<file path="src/rtl/rv_mem_arb_if.sv">
// Bus bundle between the IF/MEM pipeline stages, the arbiter and the unified memory.
// The arbiter takes the slave view; the requester/memory side takes the master view.
interface rv_mem_arb_if;
  logic        if_req_i;
  logic [63:0] if_addr_i;
  logic        if_gnt_o;
  logic        if_rvalid_o;
  logic [31:0] if_rdata_o;
  logic        d_req_i;
  logic        d_we_i;
  logic [63:0] d_addr_i;
  logic [63:0] d_wdata_i;
  logic        d_gnt_o;
  logic        d_rvalid_o;
  logic [63:0] d_rdata_o;
  logic        mem_req_o;
  logic        mem_we_o;
  logic [63:0] mem_addr_o;
  logic [63:0] mem_wdata_o;
  logic [63:0] mem_rdata_i;
  logic        if_stall_o;
  logic        d_stall_o;

  modport slave (
    input  if_req_i, if_addr_i, d_req_i, d_we_i, d_addr_i, d_wdata_i, mem_rdata_i,
    output if_gnt_o, if_rvalid_o, if_rdata_o, d_gnt_o, d_rvalid_o, d_rdata_o,
           mem_req_o, mem_we_o, mem_addr_o, mem_wdata_o, if_stall_o, d_stall_o
  );

  modport master (
    output if_req_i, if_addr_i, d_req_i, d_we_i, d_addr_i, d_wdata_i, mem_rdata_i,
    input  if_gnt_o, if_rvalid_o, if_rdata_o, d_gnt_o, d_rvalid_o, d_rdata_o,
           mem_req_o, mem_we_o, mem_addr_o, mem_wdata_o, if_stall_o, d_stall_o
  );
endinterface

</file>
<file path="src/rtl/rv_mem_arb.sv">
// Fixed-latency arbiter for the single-ported unified memory shared by IF and MEM.
// Data has priority; a streak counter forces a fetch grant after D_MAX data grants.
//
//   state | meaning
//   IDLE  | no access in flight; every cycle is an arbitration window
//   BUSY  | access in flight; lat_cnt==0 is the response cycle and also a window
module rv_mem_arb #(
  parameter int MEM_LAT = 2,
  parameter int D_MAX   = 3
) (
  input logic          clk,
  input logic          rst,
  rv_mem_arb_if.slave  bus
);

  typedef enum logic {IDLE, BUSY} state_t;
  typedef enum logic {OWN_IF, OWN_D} owner_t;

  localparam logic [2:0] LAT_INIT   = 3'(MEM_LAT - 1);
  localparam logic [2:0] STREAK_MAX = 3'(D_MAX);

  state_t     state, state_nxt;
  owner_t     owner, owner_nxt;
  logic [2:0] lat_cnt, lat_cnt_nxt;
  logic [2:0] d_streak, d_streak_nxt;
  logic       if_word_sel, if_word_sel_nxt;
  logic       d_we_q, d_we_q_nxt;

  logic       resp;
  logic       window;
  logic       gnt_if;
  logic       gnt_d;
  logic       unused_addr_bits;

  assign unused_addr_bits = ^{bus.d_addr_i[2:0], bus.if_addr_i[1:0]};

  always_ff @(posedge clk or posedge rst) begin
    if (rst) begin
      state       <= IDLE;
      owner       <= OWN_IF;
      lat_cnt     <= 3'd0;
      d_streak    <= 3'd0;
      if_word_sel <= 1'b0;
      d_we_q      <= 1'b0;
    end else begin
      state       <= state_nxt;
      owner       <= owner_nxt;
      lat_cnt     <= lat_cnt_nxt;
      d_streak    <= d_streak_nxt;
      if_word_sel <= if_word_sel_nxt;
      d_we_q      <= d_we_q_nxt;
    end
  end

  always_comb begin
    state_nxt       = state;
    owner_nxt       = owner;
    lat_cnt_nxt     = lat_cnt;
    d_streak_nxt    = d_streak;
    if_word_sel_nxt = if_word_sel;
    d_we_q_nxt      = d_we_q;

    // Gating with rst keeps every output quiet while reset is held.
    resp   = ~rst && (state == BUSY) && (lat_cnt == 3'd0);
    window = ~rst && ((state == IDLE) || resp);
    gnt_d  = window && bus.d_req_i && !(bus.if_req_i && (d_streak == STREAK_MAX));
    gnt_if = window && bus.if_req_i && !gnt_d;

    if (gnt_d || gnt_if) begin
      state_nxt   = BUSY;
      lat_cnt_nxt = LAT_INIT;
      owner_nxt   = gnt_d ? OWN_D : OWN_IF;
    end else if (window) begin
      state_nxt = IDLE;
    end else if (lat_cnt != 3'd0) begin
      lat_cnt_nxt = lat_cnt - 3'd1;
    end

    if (gnt_if) if_word_sel_nxt = bus.if_addr_i[2];
    if (gnt_d)  d_we_q_nxt      = bus.d_we_i;

    if (!bus.if_req_i || gnt_if) begin
      d_streak_nxt = 3'd0;
    end else if (gnt_d && (d_streak != STREAK_MAX)) begin
      d_streak_nxt = d_streak + 3'd1;
    end

    bus.if_gnt_o    = gnt_if;
    bus.d_gnt_o     = gnt_d;
    bus.mem_req_o   = gnt_if || gnt_d;
    bus.mem_we_o    = gnt_d && bus.d_we_i;
    bus.mem_addr_o  = 64'd0;
    if (gnt_d)       bus.mem_addr_o = {bus.d_addr_i[63:3], 3'b000};
    else if (gnt_if) bus.mem_addr_o = {bus.if_addr_i[63:3], 3'b000};
    bus.mem_wdata_o = (gnt_if || gnt_d) ? bus.d_wdata_i : 64'd0;

    bus.if_rvalid_o = resp && (owner == OWN_IF);
    bus.if_rdata_o  = 32'd0;
    if (bus.if_rvalid_o)
      bus.if_rdata_o = if_word_sel ? bus.mem_rdata_i[63:32] : bus.mem_rdata_i[31:0];

    bus.d_rvalid_o = resp && (owner == OWN_D);
    // Stores acknowledge on the same cycle a load would return, with zero data.
    bus.d_rdata_o  = (bus.d_rvalid_o && !d_we_q) ? bus.mem_rdata_i : 64'd0;

    bus.if_stall_o = ~rst && bus.if_req_i && !bus.if_rvalid_o;
    bus.d_stall_o  = ~rst && bus.d_req_i && !bus.d_rvalid_o;
  end

endmodule

</file>
<file path="src/flat_wrapper.sv">
// flat-port wrapper written by rule: the top's interface ports become plain ports
module rv_mem_arb_flat 
#(
  parameter int MEM_LAT = 2,
  parameter int D_MAX   = 3
)
  (clk, rst, bus_if_req_i, bus_if_addr_i, bus_d_req_i, bus_d_we_i, bus_d_addr_i, bus_d_wdata_i, bus_mem_rdata_i, bus_if_gnt_o, bus_if_rvalid_o, bus_if_rdata_o, bus_d_gnt_o, bus_d_rvalid_o, bus_d_rdata_o, bus_mem_req_o, bus_mem_we_o, bus_mem_addr_o, bus_mem_wdata_o, bus_if_stall_o, bus_d_stall_o);
  rv_mem_arb_if bus_i ();
  input logic clk;
  input logic rst;
  input wire logic [$bits(bus_i.if_req_i)-1:0] bus_if_req_i;
  input wire logic [$bits(bus_i.if_addr_i)-1:0] bus_if_addr_i;
  input wire logic [$bits(bus_i.d_req_i)-1:0] bus_d_req_i;
  input wire logic [$bits(bus_i.d_we_i)-1:0] bus_d_we_i;
  input wire logic [$bits(bus_i.d_addr_i)-1:0] bus_d_addr_i;
  input wire logic [$bits(bus_i.d_wdata_i)-1:0] bus_d_wdata_i;
  input wire logic [$bits(bus_i.mem_rdata_i)-1:0] bus_mem_rdata_i;
  output wire logic [$bits(bus_i.if_gnt_o)-1:0] bus_if_gnt_o;
  output wire logic [$bits(bus_i.if_rvalid_o)-1:0] bus_if_rvalid_o;
  output wire logic [$bits(bus_i.if_rdata_o)-1:0] bus_if_rdata_o;
  output wire logic [$bits(bus_i.d_gnt_o)-1:0] bus_d_gnt_o;
  output wire logic [$bits(bus_i.d_rvalid_o)-1:0] bus_d_rvalid_o;
  output wire logic [$bits(bus_i.d_rdata_o)-1:0] bus_d_rdata_o;
  output wire logic [$bits(bus_i.mem_req_o)-1:0] bus_mem_req_o;
  output wire logic [$bits(bus_i.mem_we_o)-1:0] bus_mem_we_o;
  output wire logic [$bits(bus_i.mem_addr_o)-1:0] bus_mem_addr_o;
  output wire logic [$bits(bus_i.mem_wdata_o)-1:0] bus_mem_wdata_o;
  output wire logic [$bits(bus_i.if_stall_o)-1:0] bus_if_stall_o;
  output wire logic [$bits(bus_i.d_stall_o)-1:0] bus_d_stall_o;
  assign bus_i.if_req_i = bus_if_req_i;
  assign bus_i.if_addr_i = bus_if_addr_i;
  assign bus_i.d_req_i = bus_d_req_i;
  assign bus_i.d_we_i = bus_d_we_i;
  assign bus_i.d_addr_i = bus_d_addr_i;
  assign bus_i.d_wdata_i = bus_d_wdata_i;
  assign bus_i.mem_rdata_i = bus_mem_rdata_i;
  assign bus_if_gnt_o = bus_i.if_gnt_o;
  assign bus_if_rvalid_o = bus_i.if_rvalid_o;
  assign bus_if_rdata_o = bus_i.if_rdata_o;
  assign bus_d_gnt_o = bus_i.d_gnt_o;
  assign bus_d_rvalid_o = bus_i.d_rvalid_o;
  assign bus_d_rdata_o = bus_i.d_rdata_o;
  assign bus_mem_req_o = bus_i.mem_req_o;
  assign bus_mem_we_o = bus_i.mem_we_o;
  assign bus_mem_addr_o = bus_i.mem_addr_o;
  assign bus_mem_wdata_o = bus_i.mem_wdata_o;
  assign bus_if_stall_o = bus_i.if_stall_o;
  assign bus_d_stall_o = bus_i.d_stall_o;
  rv_mem_arb #(.MEM_LAT(MEM_LAT), .D_MAX(D_MAX)) u_core (.clk(clk), .rst(rst), .bus(bus_i));
endmodule
</file>
<file path="config.mk">
export PLATFORM = sky130hd
export DESIGN_NAME = rv_mem_arb_flat
export DESIGN_NICKNAME = d
export VERILOG_FILES = /design/src/rtl/rv_mem_arb_if.sv /design/src/rtl/rv_mem_arb.sv /design/src/flat_wrapper.sv
export SDC_FILE = /design/constraint.sdc
export NUM_CORES = 1
export LEC_CHECK = 0
export ABC_CLOCK_PERIOD_IN_PS = 3200
export CAP_MARGIN = 5
export CORE_AREA = 5 5 187 189
export DETAILED_ROUTE_END_ITERATION = 10
export DIE_AREA = 0 0 192 194
export GPL_TIMING_DRIVEN = 0
export PLACE_DENSITY_LB_ADDON = 0.25
export SLEW_MARGIN = 10
export SYNTH_ARGS = -nofsm -noshare
export SYNTH_HDL_FRONTEND = slang
export SYNTH_SLANG_ARGS = --single-unit
</file>
<file path="constraint.sdc">
create_clock -name clk -period 3.2 [get_ports clk]
set_input_delay 0.48 -clock clk [delete_from_list [all_inputs] [get_ports clk]]
set_output_delay 0.48 -clock clk [all_outputs]
set_load 0.05 [all_outputs]
</file>
==> reports/metrics.cfg, run 1 <==
[routing]
viasPerCell=3.44
num_vias=4452
drt_iter0_markers=137
wl_per_cell_um=17.0
drt_wl_total_um=22000
top_layer=met4
dr_wl_met2_um=11600
met3_length_um=2430
drt.antenna.violating_nets=0
met1_length_um=7990
dr.pass1.iters=4
route.detailed.drc=0

[sta]
maxSlewViolCount=0
finalCritPeriodShare=0.950
grt_setup_unrepaired=yes
fmax_mhz=329
period_needed_ns=3.04
clock_skew_ns=0.000414
relSlewSlack=0.455
setup_viol=0
whs_ns=0.508
hold_viol=0
worstMarginPinSlew_ns=0.817

[cts]
cts_tree=yes
cts_buffers=3
cts-root-buf=clkbuf_16
clk_latency_ns=0.23
cts.clk_slew.worst_paths_ns=0.04
cts_buffer_depth=2
htreeDepth=1
ctsHoldBuffers=0
clock_sinks=10

[worst_setup_path]
r2r-end=u_core.d_we_q
cp_max_fo=10
max_stage_delay_ns=0.39
r2r_slack_ns=1.04
r2r-start=u_core.lat_cnt[0]
setup.worst_path.end=bus_mem_addr_o[14]
worst_ep_required_time_ns=2.72
end_kind=primary output
crit_type=flip-flop to primary output
crit_start=u_core.lat_cnt[0]
critPathLaunchType=flip-flop
worstPathCellList=inv_1, ha_1, ha_1, nor2b_1, buf_4, a2111oi_4, buf_6, buf_6, a22o_1, buf_2
cpMaxStageDelayCell=a2111oi_4
worstPathArrival_ns=2.56
r2r_cells=8

[global_routing]
groute.usage.overall=0.105
grt_pass1_wl_um=30400
antenna_found_initial=0
grt.overflow.total=0
grt_max_degree=12
first_global_vias=4635

[power]
leakagePower_uw=0.00347
ir_drop_v=0.000204
p_seq_frac=0.057
p_sw_uw=2090
swShare=0.600
comb_power_share=0.872
power.internal_uw=1400
power.density_nw_per_um2=467
power.total_uw=3490
clkPwrFrac=0.071

[placed_design]
portBuffers=484
gp_congestion=0.759
postPlaceCellArea_um2=8030
dp_hpwl_um=18800

[cells_and_area]
antenna_cells=0
syn_to_final_growth_pct=186
regArea_um2=250
nNetsFinal=1113
drive_gt1_frac=0.308
multi_input_area_um2=2120
fillers=3747
postLayoutCellArea_um2=7480
layout.cells.most_common=clkdlybuf4s50_1
final_cell_mix=256 x clkdlybuf4s50_1, 129 x and2_1, 92 x buf_2

[synthesis]
yosys_warnings=0
async_flop_share=1.00
ys_ff_latch=10
avgSynthCellArea_um2=7.43
syn_inst=353
synth_cell_types=33
synth_edf_count=0
ys.flop_type=dfrtp_1
yosysSeqAreaShare=0.0955
synth_area_um2=2620

[min_path]
hp-class=flip-flop to flip-flop

[run]
cap_violations=0

[floorplanning]
coreArea_um2=33100
fp-row-count=67
die_area_um2=37200
io_pins=493
start_util=0.0792
fp.dieH_um=194
die_w_um=192

[status]
status=complete, no violations

==> per-layer routing <==
metal	up-vias	track usage
li1	2195	-
met1	2008	0.111
met2	245	0.207
met3	4	0.0373
met4	0	0.00343
met5	-	0
==> through the flow <==
step	std cells	utilization	TNS, ns	setup slack, ns
after floorplan	355	-	0	0.267
after global placement	1287	0.243	-97.36	-0.739
after detailed placement	1287	0.243	-98.84	-0.728
after CTS	1293	0.246	-0.000190	-0.000190
after global routing	1295	0.226	-0.158	-0.0679
final	1295	0.226	0	0.161
==> what timing repair did <==
item / in CTS / in global routing
pin swaps: 1 / 0
cloned: 0 / 1
buffers inserted: 2 / 1
setup endpoints to repair: 227 / 158
gates resized for setup: 608 / 259
==> how the worst min path moves through the flow <==
stage | cells after the start | startpoint | slack (ns) | endpoint
after floorplan | 2 | rst | 0.48 | u_core.d_streak[0]
after global placement | 1 | u_core.d_we_q | 0.50 | u_core.d_we_q
after detailed placement | 1 | u_core.d_we_q | 0.50 | u_core.d_we_q
after CTS | 1 | u_core.d_we_q | 0.51 | u_core.d_we_q
after global routing | 2 | u_core.lat_cnt[2] | 0.54 | u_core.lat_cnt[2]
final | 1 | u_core.d_we_q | 0.51 | u_core.d_we_q
==> area by class of cell <==
class,instances,share of cell area
plain buffers,41,0.0351
clock buffers,4,0.0119
inverters,8,0.00401
multi-input cells,296,0.284
flip-flops and latches,10,0.0334
well taps,448,0.0749
repair buffers,488,0.557
==> synth_stat cells (2+ instances only) <==
library cell / instances / area (um^2)
ha_1: 4 / 50.1
buf_4: 6 / 45.0
mux2i_1: 32 / 320
nor2_1: 32 / 120
buf_2: 10 / 50.1
buf_6: 6 / 67.6
nor2b_1: 2 / 12.5
dfrtp_1: 10 / 250
or4_1: 2 / 15.0
buf_1: 2 / 7.51
o21ai_0: 3 / 15.0
a22o_1: 61 / 534
nand2b_1: 3 / 18.8
nor3_1: 2 / 10.0
inv_1: 8 / 30.0
clkbuf_1: 11 / 41.3
clkbuf_2: 6 / 30.0
a21oi_1: 5 / 25.0
mux2_2: 2 / 22.5
or2_2: 3 / 18.8
nand2_1: 3 / 11.3
and2_1: 129 / 807
==> kinds of logic (layout without fill, tap and decap cells) <==
group                    Yosys count  in the layout  synth area share
AND/OR/NAND/NOR                  180            180             0.400
flip-flops                        10             10            0.0955
XOR/XNOR                           1              1           0.00334
buffers and inverters             49            541             0.104
multiplexers                      34             34             0.131
adder cells (fa/ha/maj)            4              4            0.0191
AO/OA/AOI/OAI                     74             74             0.246
other                              1              3           0.00143
==> critical path: cells and delay by family (launching register included) <==
kind,cells,cell delay [ns]
compound gates,2,0.56
simple gates,1,0.06
fa+ha+maj,2,0.39
flops,1,0.35
buf+inv,5,0.95
==> sequential cells by signal, indices dropped and copies added, names as in the netlist <==
signal,flops
u_core.state,1
u_core.d_we_q,1
u_core.owner,1
u_core.lat_cnt,3
u_core.d_streak,3
u_core.if_word_sel,1
==> power groups by stage <==
stage | clock network (uW) | registers [uW] | logic [uW]
finish | 248 | 198 | 3050
global placement | 0 | 202 | 3340
detailed placement | 0 | 202 | 3330
floorplan | 0 | 193 | 2090
global route | 267 | 205 | 3230
CTS | 255 | 200 | 3190
No activity file was read; power rests on OpenSTA's default activity.
==> inputs of run 2 (changes only) <==
Settings changed: PLACE_DENSITY_LB_ADDON 0.25 to 0.1.
==> reports/metrics.cfg, run 2 (same netlist as run 1, synthesis figures left out) <==
[placed_design]
postPlaceCellArea_um2=8030  ; unchanged
dpl.cell_count=1287  ; unchanged
gp_congestion=0.731  ; -3.6%
portBuffers=484  ; unchanged
dp_hpwl_um=19300  ; +2.8%

[global_routing]
groute.usage.overall=0.108  ; +0.00313
grt.overflow.total=0  ; unchanged
first_global_vias=4579  ; -1.2%
grt_pass1_wl_um=30800  ; +1.2%
antenna_found_initial=2  ; +2
grt_max_degree=12  ; unchanged

[routing]
route.detailed.drc=0  ; unchanged
dr.pass1.iters=4  ; unchanged
num_vias=4344  ; -2.4%
drt_wl_total_um=22000  ; about the same
drt_iter0_markers=92  ; -33%
drt.antenna.violating_nets=0  ; unchanged
wl_per_cell_um=17.0  ; +0.14%
viasPerCell=3.36  ; -2.2%

[worst_setup_path]
critPathLaunchType=flip-flop
worstPathArrival_ns=2.54  ; -0.02 ns
worstPathCellList=inv_1, ha_1, ha_1, nor2b_1, buf_4, nor4b_1, buf_4, clkbuf_4, a22o_1, clkdlybuf4s15_2
r2r_slack_ns=1.12  ; +0.08 ns
cpMaxStageDelayCell=clkdlybuf4s15_2
cp_max_fo=10  ; unchanged
crit_type=flip-flop to primary output
r2r-start=u_core.lat_cnt[0]
r2r_cells=8  ; unchanged
r2r-end=u_core.d_we_q
max_stage_delay_ns=0.37  ; -0.02 ns
end_kind=primary output
worst_ep_required_time_ns=2.72  ; about the same

[floorplanning]
fp-row-count=67  ; unchanged
fp.dieH_um=194  ; unchanged
io_pins=493  ; unchanged
die_area_um2=37200  ; unchanged
start_util=0.0792  ; unchanged
coreArea_um2=33100  ; unchanged
die_w_um=192  ; unchanged

[min_path]
hold_path_depth=1  ; unchanged
min_to=u_core.d_we_q
hp-class=flip-flop to flip-flop
hold_start=u_core.d_we_q

[cells_and_area]
layout.cells.most_common=clkdlybuf4s50_1
drive_gt1_frac=0.301  ; -0.00684
postLayoutCellArea_um2=7680  ; +2.6%
syn_to_final_growth_pct=193
nNetsFinal=1110  ; -0.27%
fin_cells=1292  ; -0.23%
fillers=3746  ; -0.027%
reg_top3=u_core.d_streak x3, u_core.lat_cnt x3
final_cell_mix=256 x clkdlybuf4s50_1, 129 x and2_1, 73 x clkdlybuf4s15_2

[sta]
worstMarginPinSlew_ns=0.872  ; +0.0548 ns
whs_ns=0.506  ; -0.00158 ns
relSlewSlack=0.419  ; -0.0366
fmax_mhz=331  ; +0.57%
finalCritPeriodShare=0.944  ; -0.00543
maxSlewViolCount=0  ; unchanged
finalSetupTns_ns=0  ; unchanged
grt_setup_unrepaired=no
hold_viol=0  ; unchanged
clock_skew_ns=0.00174  ; +0.00132 ns
setup_viol=0  ; unchanged
period_needed_ns=3.02  ; -0.0174 ns

[run]
cap_violations=0  ; unchanged

[power]
ir_drop_v=0.000150  ; -26%
power.density_nw_per_um2=452  ; -3.2%
leakagePower_uw=0.00337  ; -2.8%

[cts]
cts_tree=yes
cts_buffer_depth=2  ; unchanged
ctsHoldBuffers=0  ; unchanged
htreeDepth=1  ; unchanged
cts-root-buf=clkbuf_16
cts.clk_slew.worst_paths_ns=0.04  ; about the same
clk_latency_ns=0.23  ; about the same
clock_sinks=10  ; unchanged
cts_buffers=3  ; unchanged

[status]
status=complete, no violations

run 2: changes by cell type in the layout (fill, tap and decap cells not counted), sizes merged:
cell           delta
dlygate4sd2       -4
buf              -40
diode             +1
clkdlybuf4s15    +33
clkbuf            -3
clkdlybuf4s18     +9
dlygate4sd1       +1
run 2: layout make-up:
cell class | count | area (um^2) | area share
Clock buffer | 3 | 75.1 | 0.00978
Sequential cell | 10 | 250 | 0.0326
Timing Repair Buffer | 485 | 4380 | 0.570
Multi-Input combinational cell | 296 | 2110 | 0.275
Buffer | 41 | 272 | 0.0354
Inverter | 8 | 30.0 | 0.00391
Tap cell | 448 | 561 | 0.0730
Antenna cell | 1 | 2.50 | 0.000326
run 2: what timing repair did:
item | CTS | global route
setup buffers | 0 | 1
hold endpoints to repair | 0 | 0
pin swaps | 0 | 1
resized for setup | 629 | 173
endpoints found under the setup margin | 227 | 166
run 2: layer usage:
metal,wire (um),vias up,global-route usage
met4,209,2,0.0119
met5,11,-,0
li1,-,2192,-
met3,2180,12,0.0340
met2,12400,220,0.224
met1,7230,1918,0.104
run 2: worst max-delay path by stage:
stage                                 start             endpoint  slack, ns  depth (start not counted)
final                     u_core.lat_cnt[0]   bus_mem_addr_o[33]       0.18                         10
after global routing      u_core.lat_cnt[0]   bus_mem_addr_o[47]    0.00002                         10
after CTS                 u_core.lat_cnt[0]  bus_mem_wdata_o[22]    0.00004                          9
after detailed placement                rst     bus_d_rdata_o[8]      -0.79                          7
after global placement                  rst     bus_d_rdata_o[8]      -0.76                          7
after floorplan           u_core.lat_cnt[0]       bus_if_stall_o       0.27                          8
run 2: worst max-delay path, delay by kind of cell, from the launching register on:
family	cells	cell delay, ns
buf+inv	5	1.10
fa+ha+maj	2	0.36
flops	1	0.35
simple gates	2	0.31
compound gates	1	0.16
run 2: through the flow:
stage / setup WS [ns] / power (uW) / utilization
2_1_floorplan: 0.267 / 2280 / -
3_3_place_gp: -0.759 / 3560 / 0.243
3_5_place_dp: -0.789 / 3530 / 0.243
4_1_cts: 0.0000353 / 3610 / 0.245
5_1_grt: 0.0000189 / 3690 / 0.232
6_report: 0.179 / 3470 / 0.232
run 2: where the power goes:
part | total [uW] | internal (uW) | switching (uW)
sequential | 198 | 174 | 23.7
combinational | 3050 | 1070 | 1990
clock | 218 | 162 | 55.9
total | 3470 | 1400 | 2070
==> inputs of run 3 (changes only) <==
Settings changed: PLACE_DENSITY_LB_ADDON 0.1 to 0.08.
==> reports/metrics.cfg, run 3 (same netlist as run 1, synthesis figures left out) <==
[worst_setup_path]
cp_top_family=buffers and inverters
critPathLaunchType=flip-flop
crit_buf_inv=5  ; unchanged
worst_ep_required_time_ns=2.72  ; about the same
crit_type=flip-flop to primary output
r2r-end=u_core.if_word_sel
r2r-start=u_core.lat_cnt[0]
end_kind=primary output
cpMaxStageDelayCell=dfrtp_1
r2r_slack_ns=0.86  ; -0.26 ns
cp_max_fo=10  ; unchanged
r2r_cells=9  ; +1
worstPathArrival_ns=2.61  ; +0.07 ns
worstPathCellList=inv_1, ha_1, ha_1, nor2b_1, buf_4, nor4b_4, clkdlybuf4s15_2, buf_4, a22o_1, clkbuf_2
max_stage_delay_ns=0.35  ; -0.02 ns

[status]
status=complete, no violations

[power]
power.density_nw_per_um2=459  ; +1.7%
leakagePower_uw=0.00348  ; +3.1%
ir_drop_v=0.000226  ; +50%

[cells_and_area]
nNetsFinal=1112  ; +0.18%
postLayoutCellArea_um2=7590  ; -1.1%
final_cell_mix=256 x clkdlybuf4s50_1, 129 x and2_1, 86 x buf_2
layout.cells.most_common=clkdlybuf4s50_1
reg_top3=u_core.d_streak x3, u_core.lat_cnt x3
syn_to_final_growth_pct=190
antenna_cells=0  ; -1
drive_gt1_frac=0.305  ; +0.00402

[cts]
cts_tree=yes
cts.clk_slew.worst_paths_ns=0.04  ; about the same
cts_buffer_depth=2  ; unchanged
cts_buffers=3  ; unchanged
cts-root-buf=clkbuf_16
clk_latency_ns=0.23  ; about the same
clock_sinks=10  ; unchanged
htreeDepth=1  ; unchanged

[sta]
fmax_mhz=323  ; -2.4%
maxSlewViolCount=0  ; unchanged
period_needed_ns=3.09  ; +0.0727 ns
hold_viol=0  ; unchanged
relSlewSlack=0.440  ; +0.0212
setup_ws_ns=0.106  ; -0.0727 ns
clock_skew_ns=0.00319  ; +0.00145 ns
finalCritPeriodShare=0.967  ; +0.0227
setup_viol=0  ; unchanged
worstMarginPinSlew_ns=0.840  ; -0.0318 ns

[global_routing]
grt_pass1_wl_um=31200  ; +1.5%
groute.usage.overall=0.109  ; +0.000884
grt.overflow.total=0  ; unchanged
grt_max_degree=12  ; unchanged
first_global_vias=4630  ; +1.1%
antenna_found_initial=1  ; -1

[routing]
drt.antenna.violating_nets=0  ; unchanged
drt_wl_total_um=22700  ; +3.0%
viasPerCell=3.38  ; +0.43%
dr.pass1.iters=4  ; unchanged
route.detailed.drc=0  ; unchanged
num_vias=4366  ; +0.51%
wl_per_cell_um=17.5  ; +3.0%
drt_iter0_markers=97  ; +5.4%

[min_path]
hp-class=flip-flop to flip-flop
hold_path_depth=1  ; unchanged
min_to=u_core.d_we_q
hold_start=u_core.d_we_q

[run]
cap_violations=0  ; unchanged

[placed_design]
gp_congestion=0.752  ; +2.8%
postPlaceCellArea_um2=8030  ; unchanged
place_ws_ns=-0.807  ; -0.0174 ns
dp_hpwl_um=19600  ; +1.5%
portBuffers=484  ; unchanged

[floorplanning]
io_pins=493  ; unchanged
fp-row-count=67  ; unchanged
coreArea_um2=33100  ; unchanged
die_area_um2=37200  ; unchanged
die_w_um=192  ; unchanged
fp.dieH_um=194  ; unchanged
start_util=0.0792  ; unchanged

-- run 3: changes by cell type in the layout (fill, tap and decap cells not counted), sizes merged, moves of 3 or more --
cell           change
clkbuf             -6
clkdlybuf4s18     -15
buf               +30
dlymetal6s2s       +3
clkdlybuf4s15     -10
-- run 3: final cells by class --
type | count | area (um^2)
fill | 3723 | 25500
sequential | 10 | 250
timing repair buffer | 487 | 4280
inverter | 8 | 30.0
multi-input combinational | 296 | 2120
tap | 448 | 561
buffer | 41 | 267
clock buffer | 3 | 75.1
-- run 3: how the worst max path moves through the flow --
stage	startpoint	to	slack, ns	cells after the start
final	u_core.lat_cnt[0]	bus_mem_addr_o[57]	0.11	10
after global routing	u_core.lat_cnt[0]	bus_mem_addr_o[4]	-0.004	10
after detailed placement	rst	bus_d_rdata_o[5]	-0.81	7
after global placement	rst	bus_d_rdata_o[3]	-0.77	7
after floorplan	u_core.lat_cnt[0]	bus_if_stall_o	0.27	8
after CTS	bus_if_req_i	bus_mem_wdata_o[55]	0.0005	6
-- run 3: per-stage QoR --
step | hold slack, ns | std cells | util | TNS (ns) | power (uW)
final | 0.505 | 1293 | 0.229 | 0 | 3490
after global routing | 0.528 | 1293 | 0.229 | -0.0113 | 3700
after CTS | 0.509 | 1290 | 0.249 | 0 | 3640
after detailed placement | 0.500 | 1287 | 0.243 | -96.42 | 3530
after global placement | 0.503 | 1287 | 0.243 | -92.95 | 3560
after floorplan | 0.476 | 355 | - | 0 | 2280
-- run 3: timing repair --
item / CTS / global route
endpoints found under the hold margin: 0 / 0
hold buffers: 0 / 0
buffers inserted: 0 / 2
pin swaps: 1 / 0
setup endpoints to repair: 227 / 200
gates cloned: 0 / 1
resized for setup: 582 / 263
-- run 3: report_power, final --
group / internal, uW / switching (uW)
combinational: 1070 / 2010
sequential: 174 / 23.7
clock: 162 / 52.9
total: 1400 / 2080
-- run 3: layer usage --
metal	GRT usage	share of wire
met4	0.0172	0.019
met1	0.106	0.33
met5	0	0.00062
met2	0.223	0.54
met3	0.0338	0.10
